==> src/rtl/sva_stim_gen.sv <==
// Stimulus generator for SVA checker demos: pulses a, then b at a programmed
// offset, collects the checker verdict and keeps pass/fail/mismatch statistics.
module sva_stim_gen #(
    parameter int unsigned B_MIN        = 2,
    parameter int unsigned B_MAX        = 4,
    parameter int unsigned OFF_W        = 3,
    parameter int unsigned RESP_TIMEOUT = 16,
    parameter int unsigned GUARD_CYCLES = 2,
    parameter int unsigned CNT_W        = 16
) (
    input  logic             gclk,
    input  logic             grst,
    input  logic             cmd_valid,
    output logic             cmd_ready,
    input  logic [OFF_W-1:0] cmd_b_off,
    output logic             a_o,
    output logic             b_o,
    input  logic             succ_i,
    input  logic             fail_i,
    output logic             res_valid,
    output logic             res_pass_obs,
    output logic             res_match,
    output logic             res_timeout,
    output logic             res_multi,
    output logic [CNT_W-1:0] pass_cnt,
    output logic [CNT_W-1:0] fail_cnt,
    output logic [CNT_W-1:0] mismatch_cnt
);

    localparam int unsigned T_W = (RESP_TIMEOUT > 1) ? $clog2(RESP_TIMEOUT) : 1;
    localparam int unsigned G_W = (GUARD_CYCLES > 1) ? $clog2(GUARD_CYCLES) : 1;
    localparam logic [T_W-1:0]   T_LAST    = T_W'((RESP_TIMEOUT > 0) ? RESP_TIMEOUT - 1 : 0);
    localparam logic [G_W-1:0]   G_LAST    = G_W'((GUARD_CYCLES > 0) ? GUARD_CYCLES - 1 : 0);
    localparam logic [OFF_W-1:0] OFF_MIN   = OFF_W'(B_MIN);
    localparam logic [OFF_W-1:0] OFF_MAX   = OFF_W'(B_MAX);
    localparam bit               HAS_GUARD = (GUARD_CYCLES > 0);

    typedef enum logic [2:0] {
        S_IDLE,
        S_DRIVE,
        S_WAIT,
        S_REPORT,
        S_GUARD
    } state_t;

    state_t           state;
    logic [OFF_W-1:0] off;
    logic [OFF_W-1:0] cnt;
    logic [T_W-1:0]   wcnt;
    logic [G_W-1:0]   gcnt;
    logic             exp_pass;
    logic             got;
    logic             obs;
    logic             multi;

    // Response bookkeeping including whatever arrives in the current cycle
    logic resp_c;
    logic got_c;
    logic obs_c;
    logic multi_c;
    logic report_c;

    assign resp_c   = succ_i | fail_i;
    assign got_c    = got | resp_c;
    assign obs_c    = got ? obs : succ_i;
    assign multi_c  = multi | (got & resp_c) | (succ_i & fail_i);
    assign report_c = ((state == S_DRIVE) && (cnt == OFF_MAX) && got_c) ||
                      ((state == S_WAIT) && (resp_c || (wcnt == T_LAST)));

    function automatic logic [CNT_W-1:0] sat_inc(input logic [CNT_W-1:0] v);
        return (&v) ? v : v + CNT_W'(1);
    endfunction

    always_ff @(posedge gclk) begin
        if (grst) begin
            state        <= S_IDLE;
            cmd_ready    <= 1'b1;
            a_o          <= 1'b0;
            b_o          <= 1'b0;
            res_valid    <= 1'b0;
            res_pass_obs <= 1'b0;
            res_match    <= 1'b0;
            res_timeout  <= 1'b0;
            res_multi    <= 1'b0;
            pass_cnt     <= '0;
            fail_cnt     <= '0;
            mismatch_cnt <= '0;
            off          <= '0;
            cnt          <= '0;
            wcnt         <= '0;
            gcnt         <= '0;
            exp_pass     <= 1'b0;
            got          <= 1'b0;
            obs          <= 1'b0;
            multi        <= 1'b0;
        end else begin
            res_valid <= 1'b0;
            case (state)
                S_IDLE: begin
                    a_o <= 1'b0;
                    b_o <= 1'b0;
                    if (cmd_valid) begin
                        off       <= cmd_b_off;
                        exp_pass  <= (cmd_b_off >= OFF_MIN) && (cmd_b_off <= OFF_MAX);
                        cnt       <= '0;
                        got       <= 1'b0;
                        obs       <= 1'b0;
                        multi     <= 1'b0;
                        a_o       <= 1'b1;
                        cmd_ready <= 1'b0;
                        state     <= S_DRIVE;
                    end
                end
                S_DRIVE: begin
                    got   <= got_c;
                    obs   <= obs_c;
                    multi <= multi_c;
                    a_o   <= 1'b0;
                    if (cnt == OFF_MAX) begin
                        b_o   <= 1'b0;
                        wcnt  <= '0;
                        state <= got_c ? S_REPORT : S_WAIT;
                    end else begin
                        cnt <= cnt + OFF_W'(1);
                        // off = 0 never matches since the next count is at least 1
                        b_o <= ((cnt + OFF_W'(1)) == off);
                    end
                end
                S_WAIT: begin
                    got   <= got_c;
                    obs   <= obs_c;
                    multi <= multi_c;
                    if (resp_c || (wcnt == T_LAST)) begin
                        state <= S_REPORT;
                    end else begin
                        wcnt <= wcnt + T_W'(1);
                    end
                end
                S_REPORT: begin
                    if (res_match && res_pass_obs) begin
                        pass_cnt <= sat_inc(pass_cnt);
                    end else if (res_match) begin
                        fail_cnt <= sat_inc(fail_cnt);
                    end else begin
                        mismatch_cnt <= sat_inc(mismatch_cnt);
                    end
                    gcnt <= '0;
                    if (HAS_GUARD) begin
                        state <= S_GUARD;
                    end else begin
                        state     <= S_IDLE;
                        cmd_ready <= 1'b1;
                    end
                end
                S_GUARD: begin
                    if (gcnt == G_LAST) begin
                        state     <= S_IDLE;
                        cmd_ready <= 1'b1;
                    end else begin
                        gcnt <= gcnt + G_W'(1);
                    end
                end
                default: state <= S_IDLE;
            endcase

            // Verdict is captured on the edge that enters REPORT
            if (report_c) begin
                res_valid    <= 1'b1;
                res_pass_obs <= obs_c;
                res_timeout  <= !got_c;
                res_multi    <= multi_c;
                res_match    <= got_c && !multi_c && (obs_c == exp_pass);
            end
        end
    end

endmodule
==> config.mk <==
export PLATFORM = sky130hd
export DESIGN_NAME = sva_stim_gen
export DESIGN_NICKNAME = d
export VERILOG_FILES = /design/src/rtl/sva_stim_gen.sv
export SDC_FILE = /design/constraint.sdc
export NUM_CORES = 1
export LEC_CHECK = 0
export BUFFER_PORTS_ARGS = -buffer_cell sky130_fd_sc_hd__clkbuf_2
export CAP_MARGIN = 20
export CORE_ASPECT_RATIO = 0.5
export CORE_MARGIN = 1
export CORE_UTILIZATION = 40
export DETAILED_ROUTE_END_ITERATION = 12
export PLACE_DENSITY = 0.67
export SYNTH_ARGS = -nofsm -noshare
export SYNTH_HDL_FRONTEND = slang
export SYNTH_SLANG_ARGS = --single-unit
export TNS_END_PERCENT = 30
==> constraint.sdc <==
create_clock -name gclk -period 2.5 [get_ports gclk]
set_input_delay 0.5 -clock gclk [delete_from_list [all_inputs] [get_ports gclk]]
set_output_delay 0.5 -clock gclk [all_outputs]
set_load 0.05 [all_outputs]
* Yosys cells after proc, flatten, opt, wreduce, memory -nomap -nowiden *
Index checks and enable logic that the tools add are counted.

word-level totals
  register bits = 74
  input port bits = 8
  output and inout bits = 56
  logic and storage cells = 109

cells by class
  $add $sub $neg = 6
  magnitude comparators = 2
  equal/unequal tests = 14
  muxes and demuxes = 26
  bitwise operators = 11
  reduce and logical (&&, ||, !) cells = 30

operators with widths
  kind                   count
  $add 16x1->16 const B  3
  $reduce_and 16->1      3
  $mux 3                 6
  $pmux 3 s5             1
  $pmux 1 s2             7
  $reduce_and 3->1       4
  $reduce_and 4->1       3
  $reduce_bool 2->1      5
  $mux 1                 8
  $mux 4                 2
  $ne 2x2->1 const B     4
  $pmux 4 s2             1
  $logic_and 1x1->1      7
  $eq 3x2->1 const B     2
  $eq 3x3->1 const B     2
  $pmux 3 s2             1
  $not 1->1              5
  $add 4x1->4 const B    1
  $eq 4x4->1 const B     1
  $ne 2x1->1 const B     2
  $or 1x1->1             4
  $reduce_and 2->1       2
  $add 3x1->3 const B    1
  $eq 3x1->1 const B     1
  10 further kinds       13

* Depth between registers and ports, before layout *
Gate-level depths: netlist of the first run.

  word-level depth = 7
  mapped depth = 7
  mapped depth without buffers = 7

* Worst setup path before layout of the first run *
No wires, ideal clock.

  path kind = reg-to-reg
  start = reg fail_cnt[2]
  end = reg fail_cnt[15]
  library setup time = 0.071 ns
  arrival = 2.108 ns
  data required time = 2.429 ns
  path slack = 0.322 ns
  cell stages (with the launch flop) = 7
  buffers on the path = 1
  period minus slack after synthesis = 2.178 ns
  path through = dfxtp_1 and3_1 nand4bb_1 or4b_1 buf_2 or3_1 a21oi_1

between the ends
  cells in the longest elaborated chain, start to end = 3
  elaborated cells between the ends (all ways) = 4
  classes of those cells = add/sub (1); bitwise (1); reduce/logical (2)

ends and longest elaborated chain
  element                                                line  source
  start: declaration                                     26    output logic [CNT_W-1:0] fail_cnt,
  start signal: assignment                               143   fail_cnt <= sat_inc(fail_cnt);
  branches (longest 3 deep; another with $add 16x1->16)  --

Several ways; the timed one is not identified.
A chain may end at the register's enable or synchronous reset.

* Worst setup path after layout of the first run *
  start = reg res_match
  end = reg fail_cnt[15]

between the ends
  cells in the longest elaborated chain, start to end = 3

ends and longest elaborated chain
  element                       line  source
  start: declaration            22    output logic res_match,
  start signal: assignment      172   res_match <= got_c && !multi_c && (obs_c == exp_pass);
  $logic_and 1x1->1             140   if (res_match && res_pass_obs) begin
  $not 1->1 (no line)           --
  $reduce_and 4->1 (no line) *  --

Every way passes the cells marked *; elsewhere a longest branch is shown, timed or not.

==> reports/results.ini, run 1 <==
[worst_setup_path]
cp_max_fo=9
crit_path_start_kind=flip-flop
path_class=flip-flop to flip-flop
ff2ff_setup_slack_ns=0.49
rr_worst_depth=5
r2r-end=fail_cnt[15]
crit_arrival_ns=2.27
crit_path_end_kind=flip-flop
regToRegStartpoint=res_match
cp.required_ns=2.76

[clock_tree]
cts_buffer_depth=2
clkLatencyLatePin_ns=0.33
clkSinkCount=74
clkTransAtPathRegs_ns=0.06
cts_root_buffer=clkbuf_16
cts_tree=built
cts_setup_buffers=0
ctsHoldBuffers=0
numCtsBuffers=9
h-tree-depth=3
post_cts_resize_count=0

[outcome]
violations=DRC
status=finished with violations

[floorplan]
die-area_um2=9690
start_util_pct=41.9
ioPinCount=64
core_um2=8860
die_y_um=70.1
core.rowCount=24
die_w_um=138

[place]
globalplace.congestion=0.899
dp_hpwl_um=5930
io_buffers=63
pre_cts_ws_ns=0.512

[yosys]
syn-num-nets=461
synthCells=447
synth-edff-count=0
synth_ff_type=dfxtp_1
synthArstFlopShare_pct=0
synth_seq_cells=74
avgSynthCellArea_um2=8.30
yosysUniqueCellTypes=54
yosysWarnings=0
synthesis.area_um2=3710
ys_seq_area_share_pct=39.9

[power]
powerDensity_nw_per_um2=612
p_leak_uw=0.00176
peakVddDrop_mv=0.422

[global_route]
met2_usage_pct=26.8
globalRoute.busiestLayer=met2
grt_pass1_wl_um=14300
grt_usage_pct=18.4
antenna_found_initial=0
gr-usage-met1_pct=25.6
overflow=0
globalRouteMet3Util_pct=5.90
grt_max_degree=51
grt_pass1_vias=3008

[worst_hold_path]
min_path_cells=3
holdPathEnd=off[1]
hold_start=cmd_b_off[1]
hp-class=primary input to flip-flop

[timing]
fmax_mhz=498
worstMarginPinSlew_ns=0.690
fin_crit_ns=2.01
layout_setup_ws_ns=0.491
finalCritPeriodShare_pct=80.4
fin_tns_setup_ns=0
drv_slew=0
hold_viol=0
rsz0062_at_grt=no
setup_viol=0
slew_headroom_pct=53.4
fin_skew_ns=0.00395

[cells_and_area]
area_growth_pct=22.0
final_nets=528
final_layout_size_suffix_gt1_share_pct=19.3
antennaDiodeCount=0
post-route-util_pct=51.1

[route]
detail_route.iter0.violations=232
wirelength_um=8410
postRouteAntennaNets=0
wl_per_cell_um=13.2
vias_per_cell=5.43
drc=7
drt-pass1-iter-count=10
vias=3456

[flow_run]
drv_cap=0

worst max-delay path, stage by stage (launching register included):
cell and delay [ns]:
dfxtp_1 0.48, and2b_1 0.22, nand4bb_1 0.14, or4b_1 0.61, or3_1 0.35, a21oi_1 0.14
cells in the mapped netlist (all sizes together) (3+ instances only):
cell	n	area [µm²]
dfxtp	74	1480
nor4b	3	32.5
a31oi	3	18.8
o31ai	3	22.5
nor3	14	70.1
o211ai	3	22.5
nor2	76	285
nand2	20	75.1
mux2i	9	90.1
nand3	22	110
and3	8	50.1
clkbuf	15	56.3
and2	5	31.3
a211oi	6	45.0
and4	4	35.0
or3	5	31.3
xnor2	20	175
o21ai	23	115
buf	3	21.3
nor2b	3	18.8
a22oi	3	22.5
inv	10	37.5
or2	4	25.0
xor2	20	175
nor4	11	68.8
nand4	17	106
a21oi	25	125
ha	6	75.1
stage by stage:
step | instance area, µm² | instances | total power [µW] | hold slack (ns)
2_1_floorplan | 3710 | 447 | 1320 | 0.449
3_5_place_dp | 4190 | 620 | 1360 | 0.470
5_1_grt | 4530 | 636 | 2880 | 0.458
3_3_place_gp | 4190 | 620 | 1360 | 0.467
4_1_cts | 4530 | 636 | 2800 | 0.433
6_report | 4530 | 636 | 2770 | 0.442
logic make-up after synthesis:
group	share of synthesized area (%)
XOR/XNOR	9.44
multiplexers	3.03
flip-flops	39.9
buffers and inverters	3.10
adder cells (fa/ha/maj)	2.29
AO/OA/AOI/OAI	13.6
AND/OR/NAND/NOR	28.6
state kept, by name, indices dropped and copies added (netlist names), 3 cells and up:
name	count
fail_cnt	16
mismatch_cnt	16
pass_cnt	16
wcnt	4
cnt	3
off	3
state	3
where the power goes:
| part | switching [µW] | internal (µW) | leakage (µW) |
|---|---|---|---|
| logic | 77.3 | 47.2 | 0.00100 |
| clock network | 488 | 953 | 0.000165 |
| registers | 14.1 | 1190 | 0.000598 |
| total | 580 | 2190 | 0.00176 |
per-layer routing:
| metal | share of wire [%] | up-vias | wire (µm) |
|---|---|---|---|
| li1 | - | 1747 | - |
| met1 | 52 | 1636 | 4380 |
| met2 | 42 | 65 | 3560 |
| met3 | 4.4 | 8 | 373 |
| met4 | 1.2 | 0 | 97 |
| met5 | 0 | - | 0 |
layout by cell type, fill, tap and decap left out, drive strengths merged, types with 6 or more instances in the layout:
master / Yosys / routed
nand3: 22 / 22
clkbuf: 15 / 75
a21oi: 25 / 25
buf: 3 / 11
mux2i: 9 / 9
a211oi: 6 / 6
nor3: 14 / 14
ha: 6 / 6
dfxtp: 74 / 74
and3: 8 / 8
nand2: 20 / 20
nand4: 17 / 17
xor2: 20 / 20
inv: 10 / 10
nor2: 76 / 76
xnor2: 20 / 20
nor4: 11 / 11
o21ai: 23 / 23
area by class of cell:
type	instances	area, µm²
Clock inverter	4	72.6
Multi-Input combinational cell	345	2110
Sequential cell	74	1480
Timing Repair Buffer	74	410
Tap cell	117	146
Fill cell	864	4330
Inverter	10	37.5
Clock buffer	12	267
how the worst max path moves through the flow:
| stage | start | end | cells past startpoint |
|---|---|---|---|
| after floorplan | fail_cnt[2] | fail_cnt[15] | 6 |
| after detailed placement | res_match | fail_cnt[15] | 5 |
| after global routing | res_match | fail_cnt[13] | 5 |
| final | res_match | fail_cnt[15] | 5 |
| after CTS | res_match | fail_cnt[15] | 5 |
| after global placement | fail_cnt[0] | fail_cnt[11] | 6 |
Note: power is estimated with default switching activity, not from simulation.
==> run 2, diff against run 1 <==
--- a/config.mk
+++ b/config.mk
@@ -11,7 +11,7 @@
 export CORE_MARGIN = 1
 export CORE_UTILIZATION = 40
 export DETAILED_ROUTE_END_ITERATION = 12
-export PLACE_DENSITY = 0.67
+export PLACE_DENSITY = 0.69
 export SYNTH_ARGS = -nofsm -noshare
 export SYNTH_HDL_FRONTEND = slang
 export SYNTH_SLANG_ARGS = --single-unit
==> constraint.sdc (replaced) <==
create_clock -name gclk -period 1.75 [get_ports gclk]
set_input_delay 0.35 -clock gclk [delete_from_list [all_inputs] [get_ports gclk]]
set_output_delay 0.35 -clock gclk [all_outputs]
set_load 0.05 [all_outputs]
==> run 2 against run 1 <==
  * The run ends with DRC, setup timing left
  * Combinational power rose by 69%
  * Register-to-register slack worse by 0.52 ns
  * Via count is 3.8% higher
  * Highest routed layer unchanged
==> reports/results.ini, run 2 (synthesized netlist as in run 1, its figures left out) <==
[cells_and_area]
final_nets=581  ; +10%
reg_top3=fail_cnt x16, mismatch_cnt x16, pass_cnt x16
area_growth_pct=39.9
fillers=799  ; -7.5%
antennaDiodeCount=0  ; unchanged
final_cell_mix=nor2_1, clkbuf_2, buf_4, dfxtp_1, dfxtp_2
design_area_um2=5190  ; +15%
post-route-util_pct=58.6  ; +7.5 points
final_common_cell=nor2_1
final_layout_size_suffix_gt1_share_pct=37.9  ; +19 points

[worst_setup_path]
path_class=flip-flop to flip-flop
cp_cell_sequence=nand3b_4 > nand4bb_1 > or4b_4 > or3_4 > a21oi_2
crit_arrival_ns=2.04  ; -0.23 ns
crit_path_start_kind=flip-flop
path_buf_inv=0  ; unchanged
critical_path.top_delay_family=simple AND/OR/NAND/NOR gates
cp_slowest_cell=or4b_4
cp_max_fo=7  ; -2
cp.required_ns=2.01  ; -0.75 ns
crit_path_max_incr_delay_ns=0.54  ; -0.07 ns
crit_path_end_kind=flip-flop

[global_route]
grt_pass1_wl_um=15400  ; +7.4%
grt_pass1_vias=3227  ; +7.3%
overflow=0  ; unchanged
met2_usage_pct=31.6  ; +4.8 points
globalRouteMet3Util_pct=5.21  ; -0.69 points
globalRoute.busiestLayer=met2
gr-usage-met1_pct=26.2  ; +0.62 points
grt_max_degree=38  ; -25%
grt_usage_pct=20.1  ; +1.7 points
antenna_found_initial=0  ; unchanged

[place]
dpl_cell_area_um2=4730  ; +13%
io_buffers=63  ; unchanged
dp_hpwl_um=6780  ; +14%
pre_cts_ws_ns=-0.0667  ; -0.579 ns
globalplace.congestion=0.840  ; -6.6%

[clock_tree]
cts_root_buffer=clkbuf_16
ctsHoldBuffers=0  ; unchanged
h-tree-depth=3  ; unchanged
cts_buffer_depth=2  ; unchanged
clkTransAtPathRegs_ns=0.06  ; about the same
clkLatencyLatePin_ns=0.34  ; about the same
numCtsBuffers=9  ; unchanged
cts_tree=built
clkSinkCount=74  ; unchanged

[timing]
fin_crit_ns=1.78  ; -0.231 ns
hold_viol=0  ; unchanged
fmax_mhz=562  ; +13%
layout_setup_ws_ns=-0.0288  ; -0.519 ns
slew_headroom_pct=71.7  ; +18 points
worstMarginPinSlew_ns=0.414  ; -0.276 ns
fin_skew_ns=0.00578  ; +0.00183 ns
drv_slew=0  ; unchanged
rsz0062_at_grt=yes
finalCritPeriodShare_pct=102  ; +21 points
setup_viol=2  ; +2
fin_tns_setup_ns=-0.0422  ; -0.0422 ns

[route]
wirelength_um=9340  ; +11%
wl_per_cell_um=13.6  ; +2.4%
detail_route.iter0.violations=214  ; -7.8%
drc=12  ; +5
vias_per_cell=5.21  ; -4.2%
vias=3588  ; +3.8%
postRouteAntennaNets=0  ; unchanged
drt-pass1-iter-count=8  ; -2

[power]
p_leak_uw=0.00207  ; +18%
peakVddDrop_mv=0.457  ; +8.3%
powerDensity_nw_per_um2=769  ; +26%

[floorplan]
die_w_um=138  ; unchanged
ioPinCount=64  ; unchanged
start_util_pct=41.9  ; unchanged
core.rowCount=24  ; unchanged
die-area_um2=9690  ; unchanged
die_y_um=70.1  ; unchanged
core_um2=8860  ; unchanged

[outcome]
violations=DRC, setup timing
status=finished with violations

[worst_hold_path]
hp-class=primary input to flip-flop

[flow_run]
drv_cap=0  ; unchanged

run 2: worst register-to-register path, delay by kind of cell (launching register included):
family           cells  cell delay, ns
AO/OA/AOI/OAI        1            0.13
flip-flops           1            0.31
AND/OR/NAND/NOR      4            1.27
run 2: per-stage QoR:
step | cells | hold slack (ns) | power [µW]
3_5_place_dp | 670 | 0.469 | 1930
3_3_place_gp | 670 | 0.471 | 1930
2_1_floorplan | 447 | 0.449 | 1860
5_1_grt | 689 | 0.269 | 4140
6_report | 689 | 0.267 | 3990
4_1_cts | 686 | 0.259 | 4040
run 2: final timing paths:
check          startpoint      endpoint  slack, ns  cells after the start
max              state[2]  fail_cnt[13]      -0.03                      5
min          cmd_b_off[0]        off[0]       0.27                      3
max reg2reg      state[2]  fail_cnt[13]      -0.03                      5
min reg2reg        cnt[1]        cnt[1]       0.48                      2
run 2: layout make-up:
type	instances	area, µm²	share of cell area [%]
clock inverters	5	103	1.98
clock buffers	11	233	4.48
well taps	117	146	2.82
multi-input cells	345	2270	43.8
inverters	10	37.5	0.723
flip-flops and latches	74	1580	30.4
repair buffers	127	820	15.8
run 2: what timing repair did:
| action | in CTS | in global routing |
|---|---|---|
| gates resized for setup | 9 | 13 |
| buffers inserted | 0 | 3 |
| setup endpoints to repair | 9 | 29 |
| pin swaps | 2 | 7 |
run 2: report_power, final:
| part | switching, µW | total [µW] | internal [µW] |
|---|---|---|---|
| combinational | 123 | 211 | 87.3 |
| clock | 695 | 2090 | 1390 |
| sequential | 15.2 | 1690 | 1680 |
| total | 833 | 3990 | 3160 |
run 2: per-layer routing:
metal | share of wire, % | routed length (µm)
met1 | 48 | 4500
met3 | 4.6 | 434
met5 | 0 | 0
met2 | 46 | 4320
met4 | 0.93 | 87
